$ cat src/rtl/mod_quarter_if.sv
// Operand/result handshake bundle for the modular quartering block.
// oErr exists only when MOD_QUARTER_CHECK_EN is defined.
interface modQuarterIf #(
  parameter int unsigned BITWIDTH = 32
);
  logic                iValid;
  logic                oReady;
  logic [BITWIDTH-1:0] iData;
  logic [BITWIDTH-1:0] iMod;
  logic                oValid;
  logic                iReady;
  logic [BITWIDTH-1:0] oData;
`ifdef MOD_QUARTER_CHECK_EN
  logic                oErr;
`endif

  modport slave (
    input  iValid, iData, iMod, iReady,
    output oReady, oValid, oData
`ifdef MOD_QUARTER_CHECK_EN
    , output oErr
`endif
  );

  modport master (
    output iValid, iData, iMod, iReady,
    input  oReady, oValid, oData
`ifdef MOD_QUARTER_CHECK_EN
    , input oErr
`endif
  );
endinterface

$ cat src/rtl/mod_quarter_reg.sv
// Modular quartering: oData = iData * 4^-1 mod iMod via two modular halvings.
// Optional operand-contract flag on oErr when MOD_QUARTER_CHECK_EN is defined.
module mod_quarter_reg #(
  parameter int unsigned BITWIDTH = 32
) (
  input  logic       iClk,
  input  logic       iRstN,
  input  logic       iEn,
  input  logic       iClr,
  modQuarterIf.slave bus
);

  localparam int unsigned SumW = BITWIDTH + 1;

  typedef enum logic [1:0] {
    IDLE = 2'd0,
    H1   = 2'd1,
    H2   = 2'd2,
    DONE = 2'd3
  } stateT;

  stateT               state, stateNext;
  logic [BITWIDTH-1:0] xReg, xNext;
  logic [BITWIDTH-1:0] mReg, mNext;

  // Halving mod m: odd x gets m added first; the sum needs one extra carry bit.
  function automatic logic [BITWIDTH-1:0] halfMod(input logic [BITWIDTH-1:0] x,
                                                  input logic [BITWIDTH-1:0] m);
    logic [SumW-1:0] sum;
    sum = SumW'(x) + (x[0] ? SumW'(m) : SumW'(0));
    return sum[SumW-1:1];
  endfunction

`ifdef MOD_QUARTER_CHECK_EN
  logic flagReg, flagNext;
`endif

  always_ff @(posedge iClk or negedge iRstN) begin
    if (!iRstN) begin
      state <= IDLE;
      xReg  <= '0;
      mReg  <= '0;
`ifdef MOD_QUARTER_CHECK_EN
      flagReg <= 1'b0;
`endif
    end else begin
      state <= stateNext;
      xReg  <= xNext;
      mReg  <= mNext;
`ifdef MOD_QUARTER_CHECK_EN
      flagReg <= flagNext;
`endif
    end
  end

  always_comb begin
    stateNext = state;
    xNext     = xReg;
    mNext     = mReg;
`ifdef MOD_QUARTER_CHECK_EN
    flagNext  = flagReg;
`endif
    if (iClr) begin
      stateNext = IDLE;
      xNext     = '0;
      mNext     = '0;
`ifdef MOD_QUARTER_CHECK_EN
      flagNext  = 1'b0;
`endif
    end else if (iEn) begin
      unique case (state)
        IDLE: begin
          if (bus.iValid) begin
            xNext     = bus.iData;
            mNext     = bus.iMod;
            stateNext = H1;
`ifdef MOD_QUARTER_CHECK_EN
            flagNext  = ~bus.iMod[0] | (bus.iData >= bus.iMod);
`endif
          end
        end
        H1: begin
          xNext     = halfMod(xReg, mReg);
          stateNext = H2;
        end
        H2: begin
          xNext     = halfMod(xReg, mReg);
          stateNext = DONE;
        end
        DONE: begin
          if (bus.iReady) stateNext = IDLE;
        end
        default: stateNext = IDLE;
      endcase
    end
  end

  // Handshake flags are pure state decodes; the result is the x register.
  assign bus.oReady = (state == IDLE);
  assign bus.oValid = (state == DONE);
  assign bus.oData  = xReg;
`ifdef MOD_QUARTER_CHECK_EN
  assign bus.oErr   = flagReg & (state == DONE);
`endif

endmodule

$ cat src/flat_wrapper.sv
// flat-port wrapper written by rule: the top's interface ports become plain ports
module mod_quarter_reg_flat 
#(
  parameter int unsigned BITWIDTH = 32
)
  (iClk, iRstN, iEn, iClr, bus_iValid, bus_iData, bus_iMod, bus_iReady, bus_oReady, bus_oValid, bus_oData);
  modQuarterIf #(.BITWIDTH(BITWIDTH)) bus_i ();
  input  logic iClk;
  input  logic iRstN;
  input  logic iEn;
  input  logic iClr;
  input wire logic [$bits(bus_i.iValid)-1:0] bus_iValid;
  input wire logic [$bits(bus_i.iData)-1:0] bus_iData;
  input wire logic [$bits(bus_i.iMod)-1:0] bus_iMod;
  input wire logic [$bits(bus_i.iReady)-1:0] bus_iReady;
  output wire logic [$bits(bus_i.oReady)-1:0] bus_oReady;
  output wire logic [$bits(bus_i.oValid)-1:0] bus_oValid;
  output wire logic [$bits(bus_i.oData)-1:0] bus_oData;
  assign bus_i.iValid = bus_iValid;
  assign bus_i.iData = bus_iData;
  assign bus_i.iMod = bus_iMod;
  assign bus_i.iReady = bus_iReady;
  assign bus_oReady = bus_i.oReady;
  assign bus_oValid = bus_i.oValid;
  assign bus_oData = bus_i.oData;
  mod_quarter_reg #(.BITWIDTH(BITWIDTH)) u_core (.iClk(iClk), .iRstN(iRstN), .iEn(iEn), .iClr(iClr), .bus(bus_i));
endmodule
$ cat config.mk
export PLATFORM = sky130hd
export DESIGN_NAME = mod_quarter_reg_flat
export DESIGN_NICKNAME = d
export VERILOG_FILES = /design/src/rtl/mod_quarter_if.sv /design/src/rtl/mod_quarter_reg.sv /design/src/flat_wrapper.sv
export SDC_FILE = /design/constraint.sdc
export NUM_CORES = 1
export LEC_CHECK = 0
export CAP_MARGIN = 15
export CORE_MARGIN = 1
export CORE_UTILIZATION = 33
export DETAILED_ROUTE_END_ITERATION = 6
export MAX_ROUTING_LAYER = met4
export PLACE_DENSITY_LB_ADDON = 0.1
export SETUP_SLACK_MARGIN = 0.02
export SLEW_MARGIN = 30
export SYNTH_ARGS = -nofsm -noshare
export SYNTH_HDL_FRONTEND = slang
export SYNTH_SLANG_ARGS = --single-unit
$ cat constraint.sdc
create_clock -name iClk -period 3.2 [get_ports iClk]
set_input_delay 0.32 -clock iClk [delete_from_list [all_inputs] [get_ports iClk]]
set_output_delay 0.32 -clock iClk [all_outputs]
set_load 0.02 [all_outputs]
# Word level (Yosys, flattened, before mapping)
# Cells that the tools add are included.
# word_totals
output_inout_bits	34
input_bits	70
ff_bits	66
# classes
muxes	14
eq_ne	5
add_sub_neg	1
reduce_logical	9
# op_table
cell	count
two-way mux 32 bit	8
case mux 32 bit (2 select lines)	1
adder 32 x 33 -> 33 bit	1
AND reduction 3 bit	3
two-way mux 2 bit	4
case mux 2 bit (4 select lines)	1
inequality test 3 bit, second input constant	2
nonzero test 2 bit	3
== test 2 bit, second input constant	2
nonzero test 3 bit	1
== test 2 x 1 -> 1 bit, second input constant	1
logical NOT 2 bit	1
OR reduction 2 bit	1

# Depth between registers and ports, before layout
# depth
depth_word	5
ltp_mapped	12
depth_no_buf	10

# Worst setup path before layout
# Ideal clock, no wire load.
# synth_timing
path_kind	reg2reg
from	register u_core.xReg[0] (netlist: u_core.bus.oData[0])
to	register u_core.xReg[27] (netlist: u_core.bus.oData[27])
required_time_ns	3.063
arrival_time_ns	2.579
path_stages_with_launch	12
setup_slack_ns	0.484
period_less_slack_ns	2.716
path_buffers	1
path_cell_list	dfrtp_1 clkbuf_1 and2_1 fa_1 a21o_1 nand4_1 a211oi_2 nor3_2 a21oi_1 a311oi_1 xor2_1 o22ai_1
# synth_via
elab_chain_len	5
# synth_rtl
item	line_no	source
from (decl)	mod_quarter_reg.sv:23	logic [BITWIDTH-1:0] xReg, xNext;
from (signal assigned)	mod_quarter_reg.sv:48	xReg <= xNext;
two-way mux 32 bit	mod_quarter_reg.sv:30	sum = SumW'(x) + (x[0] ? SumW'(m) : SumW'(0));
adder 32 x 33 -> 33 bit (*)	mod_quarter_reg.sv:30	
case mux 32 bit (2 select lines) (*)	mod_quarter_reg.sv:71	unique case (state)
two-way mux 32 bit (*)	mod_quarter_reg.sv:70	end else if (iEn) begin
two-way mux 32 bit (*)	mod_quarter_reg.sv:63	if (iClr) begin
# Mark *: on every way between the ends. The rest lies on a longest branch, timed or not. The select of a mux whose other input is x is not followed.
# A chain may end at the register's enable or synchronous reset.

# Worst setup path after layout
# layout_timing
from	register u_core.xReg[0] (netlist: u_core.bus.oData[0])
to	register u_core.xReg[28] (netlist: u_core.bus.oData[28])
# Same word-level chain as after synthesis.

==> results.py <==
metrics = {
    "drt": {
        "vias": 4525,
        "wl_per_cell_um": 16.5,
        "totalWireLength_um": 14300,
        "antenna_left": 0,
        "drc": 0,
        "vias_per_cell": 5.23,
        "dr.pass1.iters": 6,
        "drtIter0Drc": 226,
    },
    "synth": {
        "seq_area_frac_synth_pct": 33.8,
        "syn_inst": 583,
        "synth-seq-cells": 66,
        "synth.most_common_cell": "dfrtp_1",
        "yosys_warnings": 0,
        "syn-num-nets": 687,
        "synth_common_cells": "dfrtp_1 (66), nand2_1 (64), o21ai_0 (62)",
        "ys_async_sr_fraction_pct": 100,
        "synth_largest_area_cell": "dfrtp_1",
        "ys.flop_type": "dfrtp_1",
        "synthTopCellsByArea": "dfrtp_1 (34%), ha_1 (8.4%), o21ai_0 (6.3%)",
        "yosysTopAreaCellShare_pct": 33.8,
        "yosysUniqueCellTypes": 63,
        "syn_area_mm2": 0.00489,
        "synth-edff-count": 0,
        "synth_area_per_cell_um2": 8.39,
    },
    "cts": {
        "clkTransAtPathRegs_ns": 0.06,
        "clkLatencyLatePin_ns": 0.34,
        "holdBufCountCts": 0,
        "clockBufferDepth": 2,
        "cts-buffers-inserted": 9,
        "cts_setup_buffers": 0,
        "cts_resized": 1,
        "clockRootBuffer": "clkbuf_16",
        "cts_sinks": 66,
        "htree_levels": 3,
        "cts_tree": "done",
    },
    "final_layout": {
        "fillCellCount": 1464,
        "area_delta_synth_final_pct": 32.0,
        "final_core_util_pct": 44.6,
        "seq_area_mm2": 0.00165,
        "diodes": 0,
        "nets": 781,
        "multi_input_area_mm2": 0.00309,
        "layout-drive-gt1-share_pct": 7.93,
    },
    "place": {
        "place_hpwl_um": 10900,
        "gp_congestion": 0.844,
        "numPortBuffers": 103,
    },
    "power_and_ir_drop": {
        "finalPower_mw": 3.02,
        "leakagePower_nw": 2.74,
        "p_per_area_mw_per_mm2": 467,
        "max-vdd-ir-drop_mv": 0.233,
    },
    "flow_run": {
        "cap_viol_max_count": 0,
    },
    "timing": {
        "tns_ns": 0,
        "finalSetupViolations": 0,
        "period_needed_ns": 3.02,
        "drv_slew": 0,
        "fmaxAchievable_mhz": 331,
        "worst_slew_pin_slew_ns": 0.653,
        "min_period_over_period_pct": 94.3,
        "clock_skew_ns": 0.00870,
        "finalHoldViolCount": 0,
        "rsz0062_at_grt": "false",
        "maxSlewHeadroom_pct": 56.5,
        "whs_ns": 0.0489,
    },
    "setup_path": {
        "reg2reg_depth": 11,
        "r2r_start": "u_core.bus.oData[0]",
        "cp_max_fo": 19,
        "cp-end-kind": "flop",
        "startpoint_type": "flop",
        "cp.required_ns": 3.41,
        "r2r_end": "u_core.bus.oData[28]",
        "crit_type": "reg -> reg",
        "r2r_slack_ns": 0.18,
        "cp.arrival_ns": 3.23,
    },
    "die": {
        "start_util_pct": 33.8,
        "dieArea_mm2": 0.0153,
        "die_y_um": 124,
        "rows": 44,
        "io_pins": 104,
        "core_mm2": 0.0145,
        "fp.dieW_um": 124,
    },
    "grt": {
        "grt-ovfl-total": 0,
        "grt_pass1_wl_um": 23500,
        "antenna_found_initial": 0,
        "grt_pass1_vias": 4562,
        "grtUsageTotal_pct": 20.8,
        "grt_start_max_net_pins": 67,
    },
    "run_status": {
        "status": "finished, final reports clean",
    },
    "min_path": {
        "min_path_type": "in -> async",
    },
}
-- through the flow --
| stage | area, um^2 | cells | worst slack [ns] |
|---|---|---|---|
| floorplan | 4890 | 583 | 0.484 |
| global placement | 6140 | 850 | 0.125 |
| detailed placement | 6140 | 850 | -0.0569 |
| CTS | 6440 | 865 | 0.0780 |
| global route | 6450 | 865 | 0.0365 |
| finish | 6450 | 865 | 0.183 |
-- kinds of logic (layout without fill, tap and decap cells) --
| kind of cell | after synthesis | after routing | share of synthesized area [%] |
|---|---|---|---|
| and+or+nand+nor | 206 | 206 | 21.7 |
| AOI/OAI and AO/OA | 199 | 199 | 26.0 |
| DFF | 66 | 66 | 33.8 |
| buffers and inverters | 46 | 144 | 3.71 |
| adders and majority gates | 34 | 34 | 8.85 |
| xor gates and xnor gates | 25 | 25 | 4.48 |
| muxes | 7 | 7 | 1.43 |
-- worst max-delay path, stage by stage, from the launching register on --
cell and delay [ns]:
dfrtp_2 0.52, buf_4 0.22, and2_1 0.15, ha_1 0.40
nand4_1 0.20, nor3_1 0.21, o2bb2ai_1 0.15, a211oi_2 0.10
or3_1 0.39, o221ai_2 0.28, o31a_1 0.19, o21ai_1 0.07
-- sequential cells by signal, summed over array words and instances (netlist names) --
name	cells
u_core.mReg	32
u_core.state	2
u_core.bus.oData	32
-- layout make-up --
class | instances | area share (%)
inverter | 10 | 0.582
timing repair buffer | 119 | 17.8
clock inverter | 5 | 0.853
clock buffer | 10 | 3.70
multi-input combinational | 471 | 47.9
tap | 184 | 3.57
sequential | 66 | 25.6
-- where the power goes --
part	internal [mW]	switching, mW
registers	0.938	0.0946
logic	0.443	0.558
clock network	0.616	0.366
total	2.00	1.02
-- metal layers --
metal | track usage (%) | part of all wire (%) | up-vias
li1 | - | - | 2282
met4 | 6.93 | 0.97 | 0
met2 | 32.2 | 46 | 81
met5 | - | 0 | -
met3 | 2.75 | 2.9 | 12
met1 | 27.8 | 50 | 2150
-- layout by cell type (no fill, tap or decap), types with 7 or more instances in the layout --
master,netlist,final
o21ai_0,62,62
xor2_1,9,9
mux2i_1,7,7
buf_4,1,15
o21ai_1,9,9
a22oi_1,17,17
dfrtp_1,66,65
a211oi_1,13,12
clkdlybuf4s50_1,0,102
xnor2_1,16,16
clkbuf_16,0,9
nor3_1,9,9
nand2_1,64,64
nand3_1,7,7
o21a_1,9,9
a21oi_1,40,39
nor2_1,28,28
a21o_1,9,9
and2_1,31,31
ha_1,33,32
nand2b_1,35,35
inv_1,10,10
nand4_1,11,11
-- how the worst max path moves through the flow --
stage / start / to / cells past startpoint
2_1_floorplan: u_core.bus.oData[0] / u_core.bus.oData[27] / 11
3_3_place_gp: u_core.bus.oData[0] / u_core.bus.oData[24] / 11
3_5_place_dp: u_core.bus.oData[0] / u_core.bus.oData[24] / 11
4_1_cts: u_core.bus.oData[0] / u_core.bus.oData[24] / 11
5_1_grt: u_core.bus.oData[0] / u_core.bus.oData[28] / 11
6_report: u_core.bus.oData[0] / u_core.bus.oData[28] / 11
Note: power is estimated with default switching activity, not from simulation.
